`config.mk`:
```
export PLATFORM = sky130hd
export DESIGN_NAME = alu_pipe
export DESIGN_NICKNAME = d
export VERILOG_FILES = /design/src/rtl/alu_pipe_pkg.sv /design/src/rtl/alu_pipe_core.sv /design/src/rtl/alu_pipe.sv
export SDC_FILE = /design/constraint.sdc
export NUM_CORES = 1
export LEC_CHECK = 0
export CORE_MARGIN = 1
export CORE_UTILIZATION = 59
export CTS_CLUSTER_DIAMETER = 200
export DETAILED_ROUTE_END_ITERATION = 7
export HOLD_SLACK_MARGIN = 0.06
export PLACE_DENSITY = 0.82
export SYNTH_ARGS = -nofsm -noshare
export SYNTH_HDL_FRONTEND = slang
export SYNTH_SLANG_ARGS = --single-unit
export TNS_END_PERCENT = 20
```
`constraint.sdc`:
```
create_clock -name clk -period 3.9 [get_ports clk]
set_input_delay 0.78 -clock clk [delete_from_list [all_inputs] [get_ports clk]]
set_output_delay 0.78 -clock clk [all_outputs]
set_load 0.05 [all_outputs]
```
`src/rtl/alu_pipe_pkg.sv`:
```
// Shared types and constants for the pipelined integer ALU.
//   alu_op_e     : 3-bit opcode enumeration
//   FLAG_*       : bit positions of the flags inside the 5-bit flags vector
//   alu_flags_t  : packed flags, MSB..LSB = {SF, ZF, OF, AF, CF}
package alu_pipe_pkg;

    typedef enum logic [2:0] {
        OP_PASSB = 3'd0,
        OP_OR    = 3'd1,
        OP_BSF   = 3'd2,
        OP_ADD   = 3'd3,
        OP_SUB   = 3'd4,
        OP_AND   = 3'd5,
        OP_XOR   = 3'd6,
        OP_ADC   = 3'd7
    } alu_op_e;

    localparam int FLAG_CF = 0;
    localparam int FLAG_AF = 1;
    localparam int FLAG_OF = 2;
    localparam int FLAG_ZF = 3;
    localparam int FLAG_SF = 4;

    typedef struct packed {
        logic sf;
        logic zf;
        logic of;
        logic af;
        logic cf;
    } alu_flags_t;

endpackage

```
`src/rtl/alu_pipe_core.sv`:
```
// Purely combinational ALU datapath for alu_pipe.
// Ports:
//   op       in  opcode
//   a, b     in  WIDTH-bit operands
//   cf_in    in  carry-in used by ADC only
//   flags_in in  architectural flags, used by ops that preserve flags
//   result   out WIDTH-bit result
//   flags    out flags produced by this op
module alu_pipe_core
    import alu_pipe_pkg::*;
#(
    parameter  int WIDTH = 32,
    localparam int IDX_W = $clog2(WIDTH)
) (
    input  alu_op_e            op,
    input  logic [WIDTH-1:0]   a,
    input  logic [WIDTH-1:0]   b,
    input  logic               cf_in,
    input  alu_flags_t         flags_in,
    output logic [WIDTH-1:0]   result,
    output alu_flags_t         flags
);

    logic             carry_in_s;
    logic [WIDTH:0]   sum_s;
    logic [WIDTH:0]   diff_s;
    logic [IDX_W-1:0] bsf_idx_s;

    // Flags for the bitwise ops: CF/AF/OF cleared, ZF/SF from the result.
    function automatic alu_flags_t logic_flags(input logic [WIDTH-1:0] r);
        alu_flags_t f;
        f.sf = r[WIDTH-1];
        f.zf = (r == {WIDTH{1'b0}});
        f.of = 1'b0;
        f.af = 1'b0;
        f.cf = 1'b0;
        return f;
    endfunction

    // Adder/subtractor with an extra MSB to capture carry/borrow out.
    always_comb begin
        carry_in_s = (op == OP_ADC) ? cf_in : 1'b0;
        sum_s      = {1'b0, a} + {1'b0, b} + {{WIDTH{1'b0}}, carry_in_s};
        diff_s     = {1'b0, a} - {1'b0, b};
    end

    // Lowest-set-bit scan: walking downward lets the lowest hit win.
    always_comb begin
        bsf_idx_s = {IDX_W{1'b0}};
        for (int i = WIDTH - 1; i >= 0; i--) begin
            bsf_idx_s = a[i] ? IDX_W'(i) : bsf_idx_s;
        end
    end

    // Result and flag selection per opcode.
    always_comb begin
        result = {WIDTH{1'b0}};
        flags  = flags_in;
        case (op)
            OP_PASSB: begin
                result = b;
                flags  = flags_in;
            end
            OP_OR: begin
                result = a | b;
                flags  = logic_flags(a | b);
            end
            OP_AND: begin
                result = a & b;
                flags  = logic_flags(a & b);
            end
            OP_XOR: begin
                result = a ^ b;
                flags  = logic_flags(a ^ b);
            end
            OP_BSF: begin
                result   = {{(WIDTH-IDX_W){1'b0}}, bsf_idx_s};
                flags    = flags_in;
                flags.zf = (a == {WIDTH{1'b0}});
            end
            OP_ADD, OP_ADC: begin
                result   = sum_s[WIDTH-1:0];
                flags.cf = sum_s[WIDTH];
                // Carry into bit 4 recovered from the operand and sum bits.
                flags.af = a[4] ^ b[4] ^ sum_s[4];
                flags.of = (a[WIDTH-1] == b[WIDTH-1]) && (sum_s[WIDTH-1] != a[WIDTH-1]);
                flags.zf = (sum_s[WIDTH-1:0] == {WIDTH{1'b0}});
                flags.sf = sum_s[WIDTH-1];
            end
            OP_SUB: begin
                result   = diff_s[WIDTH-1:0];
                flags.cf = diff_s[WIDTH];
                flags.af = a[4] ^ b[4] ^ diff_s[4];
                flags.of = (a[WIDTH-1] != b[WIDTH-1]) && (diff_s[WIDTH-1] != a[WIDTH-1]);
                flags.zf = (diff_s[WIDTH-1:0] == {WIDTH{1'b0}});
                flags.sf = diff_s[WIDTH-1];
            end
            default: begin
                result = {WIDTH{1'b0}};
                flags  = flags_in;
            end
        endcase
    end

endmodule

```
`src/rtl/alu_pipe.sv`:
```
// Two-stage pipelined integer ALU with valid/ready handshakes and an
// architectural flags register.
// Ports:
//   clk, rst_n           clock, asynchronous active-low reset
//   flush                synchronous kill of both stages
//   in_valid/in_ready    input handshake; in_op, in_a, in_b, in_flags_we
//   out_valid/out_ready  output handshake; out_result, out_flags
//   flags                architectural flags {SF,ZF,OF,AF,CF}
// Build option: ALU_PIPE_ADC_EN enables ADC with carry forwarding from S2;
// without it opcode 7 behaves as ADD.
module alu_pipe
    import alu_pipe_pkg::*;
#(
    parameter  int WIDTH = 32,
    localparam int IDX_W = $clog2(WIDTH)
) (
    input  logic             clk,
    input  logic             rst_n,
    input  logic             flush,
    input  logic             in_valid,
    output logic             in_ready,
    input  logic [2:0]       in_op,
    input  logic [WIDTH-1:0] in_a,
    input  logic [WIDTH-1:0] in_b,
    input  logic             in_flags_we,
    output logic             out_valid,
    input  logic             out_ready,
    output logic [WIDTH-1:0] out_result,
    output logic [4:0]       out_flags,
    output logic [4:0]       flags
);

    logic             s1_valid_q, s1_valid_d;
    alu_op_e          s1_op_q, s1_op_d;
    logic [WIDTH-1:0] s1_a_q, s1_a_d;
    logic [WIDTH-1:0] s1_b_q, s1_b_d;
    logic             s1_we_q, s1_we_d;

    logic             s2_valid_q, s2_valid_d;
    logic [WIDTH-1:0] s2_result_q, s2_result_d;
    alu_flags_t       s2_flags_q, s2_flags_d;
    logic             s2_we_q, s2_we_d;

    alu_flags_t       flags_q, flags_d;

    logic             s1_adv_s, s2_adv_s, accept_s, commit_s, cf_eff_s;
    logic [WIDTH-1:0] core_result_s;
    alu_flags_t       core_flags_s;

    // Pipeline advance, acceptance and flag-commit conditions.
    always_comb begin
        s2_adv_s = ~s2_valid_q | out_ready;
        s1_adv_s = ~s1_valid_q | s2_adv_s;
        accept_s = in_valid & s1_adv_s & ~flush;
        commit_s = s2_valid_q & out_ready & s2_we_q;
    end

    // Carry seen by ADC: an uncommitted flag-writing op in S2 is younger
    // than the flags register, so its carry takes priority.
    always_comb begin
`ifdef ALU_PIPE_ADC_EN
        cf_eff_s = (s2_valid_q & s2_we_q) ? s2_flags_q.cf : flags_q.cf;
`else
        cf_eff_s = 1'b0;
`endif
    end

    alu_pipe_core #(.WIDTH(WIDTH)) u_core (
        .op       (s1_op_q),
        .a        (s1_a_q),
        .b        (s1_b_q),
        .cf_in    (cf_eff_s),
        .flags_in (flags_q),
        .result   (core_result_s),
        .flags    (core_flags_s)
    );

    // S1 next state: capture an accepted op, empty on flush.
    always_comb begin
        s1_valid_d = s1_valid_q;
        s1_op_d    = s1_op_q;
        s1_a_d     = s1_a_q;
        s1_b_d     = s1_b_q;
        s1_we_d    = s1_we_q;
        if (flush) begin
            s1_valid_d = 1'b0;
        end else if (s1_adv_s) begin
            s1_valid_d = accept_s;
            if (accept_s) begin
                s1_op_d = alu_op_e'(in_op);
                s1_a_d  = in_a;
                s1_b_d  = in_b;
                s1_we_d = in_flags_we;
            end else begin
                s1_op_d = s1_op_q;
            end
        end else begin
            s1_valid_d = s1_valid_q;
        end
    end

    // S2 next state: take the ALU output when S2 may advance.
    always_comb begin
        s2_valid_d  = s2_valid_q;
        s2_result_d = s2_result_q;
        s2_flags_d  = s2_flags_q;
        s2_we_d     = s2_we_q;
        if (flush) begin
            s2_valid_d = 1'b0;
        end else if (s2_adv_s) begin
            s2_valid_d = s1_valid_q;
            if (s1_valid_q) begin
                s2_result_d = core_result_s;
                s2_flags_d  = core_flags_s;
                s2_we_d     = s1_we_q;
            end else begin
                s2_we_d = s2_we_q;
            end
        end else begin
            s2_valid_d = s2_valid_q;
        end
    end

    // Architectural flags update; commits even in a flush cycle.
    always_comb begin
        if (commit_s) begin
            flags_d = s2_flags_q;
        end else begin
            flags_d = flags_q;
        end
    end

    // State registers.
    always_ff @(posedge clk or negedge rst_n) begin
        if (!rst_n) begin
            s1_valid_q  <= 1'b0;
            s1_op_q     <= OP_PASSB;
            s1_a_q      <= {WIDTH{1'b0}};
            s1_b_q      <= {WIDTH{1'b0}};
            s1_we_q     <= 1'b0;
            s2_valid_q  <= 1'b0;
            s2_result_q <= {WIDTH{1'b0}};
            s2_flags_q  <= 5'b00000;
            s2_we_q     <= 1'b0;
            flags_q     <= 5'b00000;
        end else begin
            s1_valid_q  <= s1_valid_d;
            s1_op_q     <= s1_op_d;
            s1_a_q      <= s1_a_d;
            s1_b_q      <= s1_b_d;
            s1_we_q     <= s1_we_d;
            s2_valid_q  <= s2_valid_d;
            s2_result_q <= s2_result_d;
            s2_flags_q  <= s2_flags_d;
            s2_we_q     <= s2_we_d;
            flags_q     <= flags_d;
        end
    end

    assign in_ready   = s1_adv_s & ~flush;
    assign out_valid  = s2_valid_q;
    assign out_result = s2_result_q;
    assign out_flags  = s2_flags_q;
    assign flags      = flags_q;

endmodule

```
==> results of run 1 <==
[worst max-delay path, cell delays in order (launching register included)]
cell and delay, ns:
dfrtp_1 0.40, inv_1 0.08, ha_1 0.54, buf_4 0.21
o211ai_2 0.15, a211o_1 0.34, o22a_4 0.23, o311ai_4 0.30
a2111oi_2 0.14, or4_4 0.55, a2111o_1 0.39, nor4_2 0.25
a21oi_1 0.11, o21ai_2 0.07
[state kept, by name, indices dropped and copies added, names as in the netlist]
name	cells
s1_valid_q	1
out_flags	5
s1_b_q	32
s1_we_q	1
s1_op_q	3
s2_we_q	1
out_valid	1
s1_a_q	32
out_result	32
flags	5
[layer usage]
layer	up-vias	track usage	wire, microns
li1	5689	-	-
met1	6165	0.577	17300
met2	1004	0.710	20100
met3	226	0.108	5160
met4	0	0.248	2560
met5	-	0	0
[cells in the final DEF (no fill, tap or decap), types with 11 or more instances in the layout]
cell,instances
a211oi_1,21
nor2_1,137
nor3_1,34
clkdlybuf4s50_1,115
nor2b_1,14
o31ai_1,11
nor4_1,19
nand3_1,34
o21a_1,15
buf_4,120
a21o_1,22
nand4_1,22
inv_1,110
clkbuf_16,17
ha_1,96
a21oi_1,154
mux2_2,72
o22ai_1,44
o21ai_0,89
nand2_1,81
dfrtp_1,113
a31oi_1,15
o211ai_1,22
xnor2_1,16
[cells by family after synthesis]
group,after synthesis
xor+xnor,19
flops,113
compound gates,519
simple gates,418
mux,80
buf+inv,198
fa+ha+maj,98
[path summary, 6_finish.rpt]
kind | startpoint | end
setup / recovery | s1_b_q[4] | out_flags[3]
hold reg to reg | out_result[12] | out_result[12]
hold / removal | rst_n | out_result[14]
setup reg to reg | s1_b_q[4] | out_flags[3]
max in group asynchronous | rst_n | s2_we_q
min in group clk | out_result[12] | out_result[12]
[through the flow]
stage / setup TNS (ns) / worst slack [ns] / area [sq um] / instances
after CTS: 0 / 0.00374 / 14100 / 1887
after global routing: -0.0617 / -0.0617 / 14200 / 1887
after detailed placement: -0.156 / -0.156 / 13500 / 1855
after floorplan: 0 / 0.563 / 11400 / 1445
final: 0 / 0.0599 / 14200 / 1887
after global placement: -0.118 / -0.118 / 13500 / 1855
[timing repair]
item | 4_1_cts | 5_1_grt
pin swaps | 1 | 6
endpoints found under the setup margin | 2 | 4
gates cloned | 0 | 0
gates resized for setup | 6 | 18
buffers inserted | 0 | 0
[area by class of cell]
cell class | count | area share
Clock buffer | 17 | 0.0299
Clock inverter | 15 | 0.0156
Inverter | 110 | 0.0290
Multi-Input combinational cell | 1134 | 0.555
Sequential cell | 113 | 0.199
Tap cell | 260 | 0.0229
Timing Repair Buffer | 238 | 0.148
[power breakdown]
group          total (uW)  internal [uW]  switching [uW]
Combinational        5530           2050            3490
Sequential           1670           1440             234
Clock                1780           1090             690
Total                8990           4580            4410
==> results.toml, run 1 <==
[outcome]
status = "finished with violations"
violations = "DRC"

[synth]
synthArstFlopShare = 1.00
ys_warn_count = 0
synthCells = 1445
synth_top_family_by_area = "compound AO/OA/AOI/OAI gates"
ys_top_cells_by_area = "dfrtp_1, ha_1, mux2_2"
ys_ff_latch = 113
synth.area.mux_share = 0.0783
yosys.area.top_type = "dfrtp_1"
synth-edff-count = 0
ys_types = 88
yosys.area_share.simple = 0.180
synth_fa_ha_area_frac = 0.109
synth_ff_type = "dfrtp_1"
syn_area_sq_um = 11400
synth_compound_area_frac = 0.302
synthTopCellsByCount = "a21oi_1, nor2_1, dfrtp_1, inv_1, ha_1"
syn_nets = 1616
ys_seq_area_frac = 0.248
synth_area_per_cell_sq_um = 7.88
synth_most_common_cell = "a21oi_1"
netlist.area_leader.share = 0.248
post_synth_xor_area_fraction = 0.0146

[floorplan]
die-area_sq_um = 19900
initial_utilization = 0.605
rows = 50
ios = 117
core_sq_um = 18800
die_h_microns = 141
die_x_microns = 141

[timing]
tightest_slew_ns = 1.22
rsz0062_at_grt = "yes"
relSlewSlack = 0.179
holdWs_ns = 0.399
post-route-period-util = 0.985
maxSlewViolCount = 0
skew_ns = 0.0112
fmax_mhz = 260
setup_viol = 0
period_needed_ns = 3.84
hold_viol = 0

[critical_path]
start_kind = "flip-flop"
ff2ff_path_depth = 13
worstPathMaxFanout = 10
cp_data_arrival_time_ns = 4.20
endpoint_kind = "flip-flop"
required_ns = 4.26
rrSetupSlack_ns = 0.06
path_class = "flip-flop to flip-flop"

[global_routing]
grt_pass1_vias = 12400
antenna_found_initial = 0
grt_overflow = 0
track_usage = 0.453
grt_pass1_wl_microns = 68900
grt_max_degree = 69

[finish]
fillCellCount = 1377
final_util = 0.755
fin_nets = 1785
drive_gt1_frac = 0.171
multi_input_area_sq_um = 7900
seqCellArea_sq_um = 2830
area_growth_pct = 25.0
diodes = 0

[run]
drv_cap = 0

[route]
drt_pre_antenna_iters = 8
wl_microns = 45100
drcViolationCount = 8
wl_per_cell_microns = 23.9
dr_total_vias = 13100
drtAntennaViolNets = 0
vias_per_cell = 6.93
drtIter0Drc = 1791

[power]
leakagePower_uw = 0.00614
power.total_uw = 8990
vdd.ir_drop.worst_mv = 0.474
p_per_area_nw_per_um2 = 632

[clock_network]
cts_tree = "built"
h-tree-depth = 4
hold_buffers = 0
cts-root-buf = "clkbuf_16"
numCtsBuffers = 17
clock_latency_ns = 0.44
clk_pin_slew_ns = 0.06
clockBufferDepth = 2
clock_sinks = 113

[placement]
hpwl_microns = 33200
place.gp.congestion = 1.02
portBuffers = 116

[min_path]
hp-class = "primary input to asynchronous set/reset pin"
Power figures use the tool's default switching activity.
==> run 2: changes to the inputs <==
Settings changed: SKIP_LAST_GASP set to 1.
==> results.toml, run 2 (synthesized netlist as in run 1, its figures left out) <==
[power]
vdd.ir_drop.worst_mv = 0.475
p_seq_frac = 0.186
comb_power_share = 0.615
p_int_uw = 4580
leakagePower_uw = 0.00614
pwr-share-clk = 0.199
switchingPower_uw = 4420
power.total_uw = 8990
p_per_area_nw_per_um2 = 632
switching_share = 0.491

[route]
met2_length_microns = 20100
vias_per_cell = 6.93
route.met3.wl_microns = 5260
dr_total_vias = 13100
topRoutingLayerUsed = "met4"
drtIter0Drc = 1790
wl_per_cell_microns = 23.9
drt_pre_antenna_iters = 6
wl_microns = 45200
drcViolationCount = 0
met1_length_microns = 17300
drtAntennaViolNets = 0

[global_routing]
grt_max_degree = 69
track_usage = 0.453
antenna_found_initial = 0
grt_pass1_wl_microns = 68900
grt_overflow = 0
grt_pass1_vias = 12400

[critical_path]
path_class = "flip-flop to flip-flop"
endpoint_kind = "flip-flop"
crit_start = "s1_a_q[3]"
ff2ff_path_depth = 14
cp_data_arrival_time_ns = 4.23
start_kind = "flip-flop"
critPathSlowestCell = "a2111o_1"
r2r_start = "s1_a_q[3]"
crit_path_frequent_cell = "buf_4"
crit_end = "out_flags[3]"
worstPathMaxFanout = 8
worstPathCellList = "buf_4 > ha_1 > or2_2 > o221ai_1 > and2_1 > o21ai_0 > a2111o_1 > nor4_4 > buf_4 > nand4_1 > nor4_2 > buf_4 > nand4_1 > o21ai_2"
cp_slowest_stage_delay_ns = 0.51
rrSetupSlack_ns = 0.04
required_ns = 4.27
rr_endpoint = "out_flags[3]"

[clock_network]
post-cts-setup-buffers = 0
cts-root-buf = "clkbuf_16"
cts_tree = "built"
clock_latency_ns = 0.44
numCtsBuffers = 17
clockBufferDepth = 2
hold_buffers = 0
clk_pin_slew_ns = 0.06
clock_sinks = 113
h-tree-depth = 4

[timing]
skew_ns = 0.0110
rsz0062_at_grt = "yes"
holdWs_ns = 0.395
maxSlewViolCount = 0
tightest_slew_ns = 1.21
relSlewSlack = 0.185
post-route-period-util = 0.990
hold_viol = 0
fin_setup_tns_ns = 0
period_needed_ns = 3.86
setup_viol = 0
fmax_mhz = 259

[floorplan]
die_h_microns = 141
rows = 50
initial_utilization = 0.605
die-area_sq_um = 19900
core_sq_um = 18800
ios = 117
die_x_microns = 141

[min_path]
hp-class = "primary input to asynchronous set/reset pin"

[finish]
diodes = 0
area_growth_pct = 25.0
fin_nets = 1785
fillCellCount = 1376
seqCellArea_sq_um = 2830
drive_gt1_frac = 0.171
layoutNonFillerInstCount = 1887
multi_input_area_sq_um = 7900
final_cell_mix = "a21oi_1, nor2_1, buf_4, clkdlybuf4s50_1, dfrtp_1"
fin_area_sq_um = 14200
final_common_cell = "a21oi_1"

[placement]
portBuffers = 116
dpl-instance-area_sq_um = 13500
dp.cells = 1855
place.gp.congestion = 1.02
hpwl_microns = 33200

[run]
drv_cap = 0

[outcome]
status = "complete, no violations"
## run 2: cell counts in the layout (fill, tap and decap cells not counted)
Identical to the previous run, type by type.
## run 2: how the worst min path moves through the flow
stage / slack (ns) / from / cells past startpoint / to
floorplan: 0.43 / s1_we_q / 2 / s2_we_q
global placement: 0.44 / s1_we_q / 2 / s2_we_q
detailed placement: 0.47 / out_result[6] / 2 / out_result[6]
CTS: 0.43 / rst_n / 1 / s1_a_q[15]
global route: 0.46 / rst_n / 1 / s1_a_q[15]
finish: 0.40 / rst_n / 1 / out_result[14]
## run 2: power groups by stage
stage | clock [uW] | sequential, uW | combinational, uW
after floorplan | 0 | 2190 | 2860
after global placement | 0 | 1660 | 5160
after detailed placement | 0 | 1680 | 5220
after CTS | 1780 | 1670 | 5300
after global routing | 1820 | 1700 | 5800
final | 1790 | 1670 | 5540
## run 2: final cells by class
| class | instances | share of cell area |
|---|---|---|
| inverter | 110 | 0.0290 |
| multi-input combinational | 1134 | 0.555 |
| timing repair buffer | 238 | 0.148 |
| clock buffer | 17 | 0.0299 |
| tap | 260 | 0.0229 |
| clock inverter | 15 | 0.0156 |
| sequential | 113 | 0.199 |
## run 2: layer usage
layer,up-vias,track usage
met4,0,0.248
met5,-,0
met1,6158,0.577
li1,5687,-
met3,227,0.108
met2,1008,0.710
## run 2: per-stage QoR
stage	utilization	setup slack (ns)
floorplan	-	0.563
global placement	0.715	-0.118
detailed placement	0.715	-0.156
CTS	0.751	-0.0141
global route	0.755	-0.0617
finish	0.755	0.0398
## run 2: repair_timing
item / in CTS / in global routing
gates resized for setup: 5 / 19
endpoints found under the setup margin: 2 / 7
pin swaps: 1 / 6
## run 2: worst max-delay path, delay by kind of cell, from the launching register on
kind | cells | cell delay [ns]
fa+ha+maj | 1 | 0.30
simple gates | 6 | 1.27
flops | 1 | 0.39
compound gates | 4 | 1.33
buf+inv | 3 | 0.49
